## config.mk

```make
export PLATFORM = sky130hd
export DESIGN_NAME = pcileech_tlps64_tx_arbiter
export DESIGN_NICKNAME = d
export VERILOG_FILES = /design/src/rtl/pcileech_tlps64_tx_arbiter.sv
export SDC_FILE = /design/constraint.sdc
export NUM_CORES = 1
export LEC_CHECK = 0
export CELL_PAD_IN_SITES_DETAIL_PLACEMENT = 0
export CELL_PAD_IN_SITES_GLOBAL_PLACEMENT = 1
export CORE_AREA = 5 5 150 152
export CTS_CLUSTER_DIAMETER = 120
export DETAILED_ROUTE_END_ITERATION = 6
export DIE_AREA = 0 0 155 157
export DONT_BUFFER_PORTS = 1
export PLACE_DENSITY = 0.47
export SLEW_MARGIN = 20
export SYNTH_ARGS = -nofsm -noshare
export SYNTH_HDL_FRONTEND = slang
export SYNTH_SLANG_ARGS = --single-unit
```

## constraint.sdc

```tcl
create_clock -name clk -period 3.4 [get_ports clk]
set_input_delay 0.51 -clock clk [delete_from_list [all_inputs] [get_ports clk]]
set_output_delay 0.51 -clock clk [all_outputs]
set_load 0.01 [all_outputs]
```

## src/rtl/pcileech_tlps64_tx_arbiter.sv

```systemverilog
// Round-robin arbiter that shares the PCIe core AXI TX stream between several TLP sources.
// A grant is held for a whole packet; once granted, beats pass straight through.
//
// state | meaning
// IDLE  | no owner; arbitrate when tx_buf_av allows and a source is eligible
// XFER  | granted source passes through to the core until its last beat
module pcileech_tlps64_tx_arbiter #(
   parameter int NUM_SRC    = 4,
   parameter int MIN_BUF_AV = 2,
   parameter int MAX_BEATS  = 18
) (
   input  logic                    clk,
   input  logic                    rst_n,
   input  logic [NUM_SRC-1:0]      tlp_tx_en,
   input  logic [5:0]              tx_buf_av,
   input  logic [NUM_SRC*64-1:0]   src_data,
   input  logic [NUM_SRC*8-1:0]    src_keep,
   input  logic [NUM_SRC-1:0]      src_last,
   input  logic [NUM_SRC-1:0]      src_valid,
   output logic [NUM_SRC-1:0]      src_ready,
   output logic [63:0]             tx_data,
   output logic [7:0]              tx_keep,
   output logic                    tx_last,
   output logic                    tx_valid,
   input  logic                    tx_ready,
   output logic [NUM_SRC-1:0]      grant,
   output logic                    err_overlen
);

   localparam int PW = (NUM_SRC > 1) ? $clog2(NUM_SRC) : 1;
   localparam int CW = $clog2(MAX_BEATS + 2);

   typedef enum logic {ST_IDLE = 1'b0, ST_XFER = 1'b1} state_t;

   state_t               state_q, state_d;
   logic [NUM_SRC-1:0]   grant_q, grant_d;
   logic [PW-1:0]        gidx_q, gidx_d;
   logic [PW-1:0]        rr_ptr_q, rr_ptr_d;
   logic [CW-1:0]        beat_cnt_q, beat_cnt_d;
   logic                 err_q, err_d;

   logic [NUM_SRC-1:0]   req;
   logic                 sel_found;
   logic [PW-1:0]        sel_idx;
   logic                 xfer;

   function automatic logic [PW-1:0] rr_idx(input logic [PW-1:0] base, input int k);
      int t;
      t = int'(base) + k;
      if (t >= NUM_SRC) t = t - NUM_SRC;
      return PW'(t);
   endfunction

   // first eligible source scanning upward from rr_ptr, wrapping modulo NUM_SRC
   always_comb begin
      req       = src_valid & tlp_tx_en;
      sel_found = 1'b0;
      sel_idx   = '0;
      for (int k = 0; k < NUM_SRC; k++) begin
         if (!sel_found && req[rr_idx(rr_ptr_q, k)]) begin
            sel_found = 1'b1;
            sel_idx   = rr_idx(rr_ptr_q, k);
         end
      end
   end

   always_comb begin
      tx_data   = '0;
      tx_keep   = '0;
      tx_last   = 1'b0;
      tx_valid  = 1'b0;
      src_ready = '0;
      if (state_q == ST_XFER) begin
         for (int i = 0; i < NUM_SRC; i++) begin
            if (grant_q[i]) begin
               tx_data      = src_data[64*i +: 64];
               tx_keep      = src_keep[8*i +: 8];
               tx_last      = src_last[i];
               tx_valid     = src_valid[i];
               src_ready[i] = tx_ready;
            end
         end
      end
      xfer = tx_valid & tx_ready;
   end

   always_comb begin
      state_d    = state_q;
      grant_d    = grant_q;
      gidx_d     = gidx_q;
      rr_ptr_d   = rr_ptr_q;
      beat_cnt_d = beat_cnt_q;
      err_d      = err_q;
      case (state_q)
         ST_IDLE: begin
            if ((tx_buf_av >= 6'(MIN_BUF_AV)) && sel_found) begin
               state_d    = ST_XFER;
               grant_d    = NUM_SRC'(1) << sel_idx;
               gidx_d     = sel_idx;
               beat_cnt_d = '0;
            end
         end
         ST_XFER: begin
            if (xfer) begin
               if (beat_cnt_q == CW'(MAX_BEATS)) err_d = 1'b1;
               // saturate so an over-long packet cannot wrap back into range
               if (beat_cnt_q != CW'(MAX_BEATS + 1)) beat_cnt_d = beat_cnt_q + 1'b1;
               if (tx_last) begin
                  state_d  = ST_IDLE;
                  grant_d  = '0;
                  rr_ptr_d = rr_idx(gidx_q, 1);
               end
            end
         end
         default: state_d = ST_IDLE;
      endcase
   end

   always_ff @(posedge clk or negedge rst_n) begin
      if (!rst_n) begin
         state_q    <= ST_IDLE;
         grant_q    <= '0;
         gidx_q     <= '0;
         rr_ptr_q   <= '0;
         beat_cnt_q <= '0;
         err_q      <= 1'b0;
      end else begin
         state_q    <= state_d;
         grant_q    <= grant_d;
         gidx_q     <= gidx_d;
         rr_ptr_q   <= rr_ptr_d;
         beat_cnt_q <= beat_cnt_d;
         err_q      <= err_d;
      end
   end

   assign grant       = grant_q;
   assign err_overlen = err_q;

endmodule

```

==> impl_metrics.env, run 1 <==
export IMPL_crit_start="grant[1]"
export IMPL_synth_top_family_by_area="compound AO/OA/AOI/OAI gates"
export IMPL_route_met3_wl_um=1290
export IMPL_die_y_um=157
export IMPL_synth_simple_gate_area_share_pct=15.0
export IMPL_hold_viol_final=0
export IMPL_grt_pass1_vias=3890
export IMPL_drc=0
export IMPL_yosysWarnings=0
export IMPL_synth_area_leaders="a211o_1 20%, a221oi_1 19%, dfrtp_1 11%, a21oi_1 11%, nand2_1 9.4%"
export IMPL_postCtsSetupBuffers=0
export IMPL_antenna_cells=0
export IMPL_cp_required_ns=2.89
export IMPL_cts_tree="yes"
export IMPL_status="complete, no violations"
export IMPL_cts_root_buf="clkbuf_16"
export IMPL_numCtsBuffers=3
export IMPL_num_fill_cells=2345
export IMPL_syn_nets=831
export IMPL_grtUsageTotal_pct=10.8
export IMPL_cts_sinks=15
export IMPL_min_path_cells=2
export IMPL_wl_met1_um=5910
export IMPL_grt_max_degree=75
export IMPL_finalNetCount=790
export IMPL_grt_pass1_wl_um=21600
export IMPL_crit_path_end_kind="output pin"
export IMPL_overflow=0
export IMPL_core_mm2=0.0209
export IMPL_cp_arrival_ns=2.51
export IMPL_slew_headroom_pct=47.4
export IMPL_vias=4159
export IMPL_row_count=53
export IMPL_period_needed_ns=3.02
export IMPL_synthDistinctLibCells=42
export IMPL_ys_seq_elements=15
export IMPL_power_leakage_nw=1.43
export IMPL_fin_skew_ns=0.00469
export IMPL_worstMarginPinSlew_ns=0.790
export IMPL_syn_cell_area_mm2=0.00336
export IMPL_synthAdderAreaFrac_pct=0.744
export IMPL_max_freq_mhz=331
export IMPL_hp_start="gidx_q[1]"
export IMPL_fp_dieW_um=155
export IMPL_seq_area_frac_synth_pct=11.2
export IMPL_crit_type="reg2out"
export IMPL_fin_util_pct=17.7
export IMPL_area_delta_synth_final_pct=9.79
export IMPL_synthCells=520
export IMPL_synth_top_area_share_pct=19.5
export IMPL_cts_max_level=1
export IMPL_rr_worst_depth=4
export IMPL_routedWlPerCell_um=20.5
export IMPL_power_mw=4.02
export IMPL_multi_input_area_mm2=0.00246
export IMPL_drive_above_1_share_pct=5.44
export IMPL_placed_cells=748
export IMPL_insertion_delay_ns=0.24
export IMPL_dr_pass1_iters=6
export IMPL_min_path_type="reg2reg"
export IMPL_start_kind="flip-flop"
export IMPL_setup_violations=0
export IMPL_port_buffers=0
export IMPL_drt_wl_total_um=15500
export IMPL_drv_slew=0
export IMPL_regArea_um2=384
export IMPL_async_reset_ff_share_pct=100
export IMPL_holdWs_ns=0.504
export IMPL_ant_nets=0
export IMPL_synthTopCellsByCount="84 x nand2_1, 75 x a211o_1, 75 x inv_1, 74 x a21oi_1, 72 x a221oi_1"
export IMPL_cts_buffer_depth=2
export IMPL_synth_area_mux_share_pct=1.64
export IMPL_start_util_pct=16.1
export IMPL_power_density_mw_per_mm2=1090
export IMPL_tns_ns=0
export IMPL_yosysMostFrequentCell="nand2_1"
export IMPL_fin_crit_sh_pct=88.8
export IMPL_gp_routability_congestion=0.773
export IMPL_yosysTopAreaCell="a211o_1"
export IMPL_drtIter0Drc=323
export IMPL_wl_met2_um=8080
export IMPL_r2r_start="grant[1]"
export IMPL_antenna_found_initial=1
export IMPL_syn_area_per_cell_um2=6.47
export IMPL_cp_max_fo=39
export IMPL_synth_edf_count=0
export IMPL_synth_xor_area_share_pct=0.261
export IMPL_cts_resized=0
export IMPL_finalNonFillerCells=753
export IMPL_ios=392
export IMPL_cap_viol_max_count=0
export IMPL_synthFlopType="dfrtp_1"
export IMPL_clkTransAtPathRegs_ns=0.05
export IMPL_vdd_ir_drop_max_mv=0.281
export IMPL_die_area_mm2=0.0243
export IMPL_synth_compound_area_share_pct=55.4
export IMPL_maxUsedRoutingLayer="met5"
export IMPL_rsz0062_at_grt="false"
export IMPL_post_dp_hpwl_um=12600
export IMPL_vias_per_cell=5.52
through the flow:
stage               setup WS (ns)  cell area [um^2]
floorplan                    1.22              3360
global placement            0.636              3600
detailed placement          0.581              3600
CTS                         0.318              3690
global route                0.198              3690
finish                      0.382              3690
path summary, 6_finish.rpt:
check	endpoint	slack (ns)
worst max-delay path	tx_data[31]	0.38
worst min-delay path	gidx_q[1]	0.50
worst max register to register	rr_ptr_q[1]	1.02
worst min register to register	gidx_q[1]	0.50
max in group asynchronous	grant[3]	2.12
min in group asynchronous	beat_cnt_q[3]	0.76
flip-flops by register name, indices dropped and copies added, names as in the netlist:
| register | flops |
|---|---|
| state_q | 1 |
| err_overlen | 1 |
| rr_ptr_q | 2 |
| gidx_q | 2 |
| beat_cnt_q | 5 |
| grant | 4 |
metal layers:
metal | up-vias | GRT usage [%]
met5 | - | 0
met4 | 2 | 1.93
met3 | 16 | 1.73
met2 | 290 | 19.3
met1 | 1994 | 13.7
li1 | 1857 | -
worst max-delay path, cell delays in order, from the launching register on:
cell and delay (ns):
dfrtp_2 0.86, buf_4 0.50, buf_4 0.24, a221oi_1 0.09
a211o_1 0.29, a21oi_1 0.29
layout by cell type, fill, tap and decap left out, types with 2 or more instances in the layout:
master / count
o21ai_0: 3
nand3_1: 5
nand2_1: 84
nor3b_1: 2
a21oi_1: 74
nor2b_1: 4
a211o_1: 75
nor2_1: 5
nand3b_1: 3
a21o_1: 2
o211ai_1: 2
ha_1: 2
dfrtp_1: 12
a32o_1: 2
and3_1: 4
buf_4: 12
a211oi_1: 2
mux2i_1: 4
clkbuf_16: 3
buf_12: 2
o22ai_1: 2
dfrtp_4: 2
nor3_1: 2
a22oi_1: 3
a221oi_1: 72
inv_1: 74
timing repair:
| item | CTS | global route |
|---|---|---|
| setup endpoints to repair | 0 | 0 |
| hold buffers | 1 | 0 |
| hold endpoints to repair | 15 | 0 |
layout make-up:
class | count | area share [%]
multi-input cells | 369 | 66.7
flip-flops and latches | 15 | 10.4
clock buffers | 4 | 2.14
well taps | 275 | 9.32
inverters | 75 | 7.63
repair buffers | 15 | 3.80
where the power goes:
group	switching [mW]	internal, mW	total (mW)
Clock	0.0684	0.159	0.227
Sequential	0.306	0.252	0.558
Combinational	1.96	1.28	3.24
Total	2.33	1.69	4.02
cell families after synthesis:
group | after synthesis
AOI/OAI and AO/OA | 246
buffers and inverters | 136
and+or+nand+nor | 115
DFF | 15
muxes | 5
adders and majority gates | 2
xor gates and xnor gates | 1
(Power assumes the default switching activity.)
==> inputs of run 2 (changes only) <==
CORE_AREA = 2 2 151 153   (was 5 5 150 152)
DIE_AREA = 0 0 153 155   (was 0 0 155 157)
GPL_TIMING_DRIVEN = 0   (was unset)
PLACE_DENSITY = 0.46   (was 0.47)
==> run 2 against run 1 <==
Effect of this change: die area is 2.5% lower; critical path depth stayed put; worst hold slack worse by 0.0026 ns; sequential power is 39% lower.
==> impl_metrics.env, run 2 (synthesized netlist as in run 1, its figures left out) <==
export IMPL_fin_skew_ns=0.00188
export IMPL_cts_buffer_depth=2
export IMPL_power_density_mw_per_mm2=1140
export IMPL_period_needed_ns=3.15
export IMPL_setup_violations=0
export IMPL_die_y_um=155
export IMPL_largest_register_ffs=5
export IMPL_overflow=0
export IMPL_crit_chain="buf_2 -> clkdlybuf4s15_1 -> clkbuf_1 -> nand2_1 -> a21oi_1"
export IMPL_grt_pass1_wl_um=27700
export IMPL_fp_dieW_um=153
export IMPL_core_mm2=0.0222
export IMPL_slowest_stage="clkdlybuf4s15_1"
export IMPL_layout_common_cells="84 x nand2_1, 75 x inv_1, 75 x a211o_1"
export IMPL_vdd_ir_drop_max_mv=0.294
export IMPL_area_delta_synth_final_pct=13.6
export IMPL_fin_util_pct=17.2
export IMPL_numCtsBuffers=3
export IMPL_cts_max_level=1
export IMPL_ant_nets=0
export IMPL_drtIter0Drc=262
export IMPL_critPathTopFamily="buffers and inverters"
export IMPL_regMostFlops="beat_cnt_q"
export IMPL_min_path_type="reg2reg"
export IMPL_insertion_delay_ns=0.25
export IMPL_max_freq_mhz=318
export IMPL_cp_max_fo=10
export IMPL_finalNonFillerCells=812
export IMPL_cts_tree="yes"
export IMPL_rsz0062_at_grt="false"
export IMPL_crit_type="reg2out"
export IMPL_crit_path_end_kind="output pin"
export IMPL_cts_sinks=15
export IMPL_cpPeakStageDelay_ns=0.63
export IMPL_grt_pass1_vias=4214
export IMPL_drv_slew=0
export IMPL_routedWlPerCell_um=24.3
export IMPL_placed_cells=805
export IMPL_cap_viol_max_count=0
export IMPL_die_area_mm2=0.0237
export IMPL_grt_max_degree=16
export IMPL_crit_buf_inv=3
export IMPL_final_common_cell="nand2_1"
export IMPL_vias_per_cell=5.28
export IMPL_row_count=55
export IMPL_dr_pass1_iters=4
export IMPL_worstMarginPinSlew_ns=0.894
export IMPL_post_dp_hpwl_um=16100
export IMPL_port_buffers=0
export IMPL_power_leakage_nw=1.46
export IMPL_start_util_pct=15.1
export IMPL_cts_root_buf="clkbuf_16"
export IMPL_hold_viol_final=0
export IMPL_antenna_found_initial=2
export IMPL_status="complete, no violations"
export IMPL_worst_r2r_setup_slack_ns=1.33
export IMPL_tns_ns=0
export IMPL_clkTransAtPathRegs_ns=0.05
export IMPL_finalNetCount=837
export IMPL_gp_routability_congestion=0.762
export IMPL_slew_headroom_pct=40.4
export IMPL_vias=4285
export IMPL_drc=0
export IMPL_ios=392
export IMPL_start_kind="flip-flop"
export IMPL_postCtsSetupBuffers=0
export IMPL_grtUsageTotal_pct=15.0
export IMPL_cp_required_ns=2.89
export IMPL_cp_arrival_ns=2.64
export IMPL_drive_above_1_share_pct=2.86
export IMPL_fin_crit_sh_pct=92.5
export IMPL_drt_wl_total_um=19700
## run 2: worst paths after layout
path / end / from / depth (start not counted)
max: tx_data[59] / grant[3] / 5
min: rr_ptr_q[0] / gidx_q[0] / 1
max reg2reg: grant[3] / grant[3] / 4
min reg2reg: rr_ptr_q[0] / gidx_q[0] / 1
max in group asynchronous: beat_cnt_q[4] / rst_n / 1
min in group asynchronous: err_overlen / rst_n / 1
## run 2: area by class of cell
class / instances / area (um^2)
Buffer: 61 / 258
Multi-Input combinational cell: 369 / 2450
Fill cell: 2628 / 18400
Timing Repair Buffer: 1 / 10.0
Sequential cell: 15 / 375
Clock buffer: 4 / 78.8
Inverter: 75 / 282
Antenna cell: 2 / 5.00
Tap cell: 285 / 357
## run 2: what timing repair did
action,in CTS,in global routing
setup endpoints to repair,6,1
hold buffers,1,0
hold endpoints to repair,15,0
resized for setup,1,2
## run 2: routing by layer
| layer | vias up | routed length [um] | GRT usage, % | part of all wire, % |
|---|---|---|---|---|
| met5 | - | 0 | 0 | 0 |
| met4 | 0 | 355 | 3.40 | 1.8 |
| met3 | 17 | 1250 | 1.84 | 6.3 |
| met2 | 267 | 9500 | 25.6 | 48 |
| met1 | 2045 | 8600 | 20.4 | 44 |
| li1 | 1956 | - | - | - |
## run 2: stage by stage
step	hold WS (ns)	instance area [um^2]	total power, mW	setup WS [ns]
finish	0.502	3820	4.34	0.254
floorplan	0.214	3360	3.13	1.22
CTS	0.501	3810	4.38	0.170
detailed placement	0.215	3720	4.12	0.112
global placement	0.215	3720	4.15	0.143
global route	0.551	3820	4.69	0.00147
## run 2: report_power, final
group	switching, mW	internal [mW]	total (mW)
Combinational	2.47	1.29	3.77
Clock	0.0743	0.159	0.233
Sequential	0.0908	0.248	0.339
Total	2.64	1.70	4.34
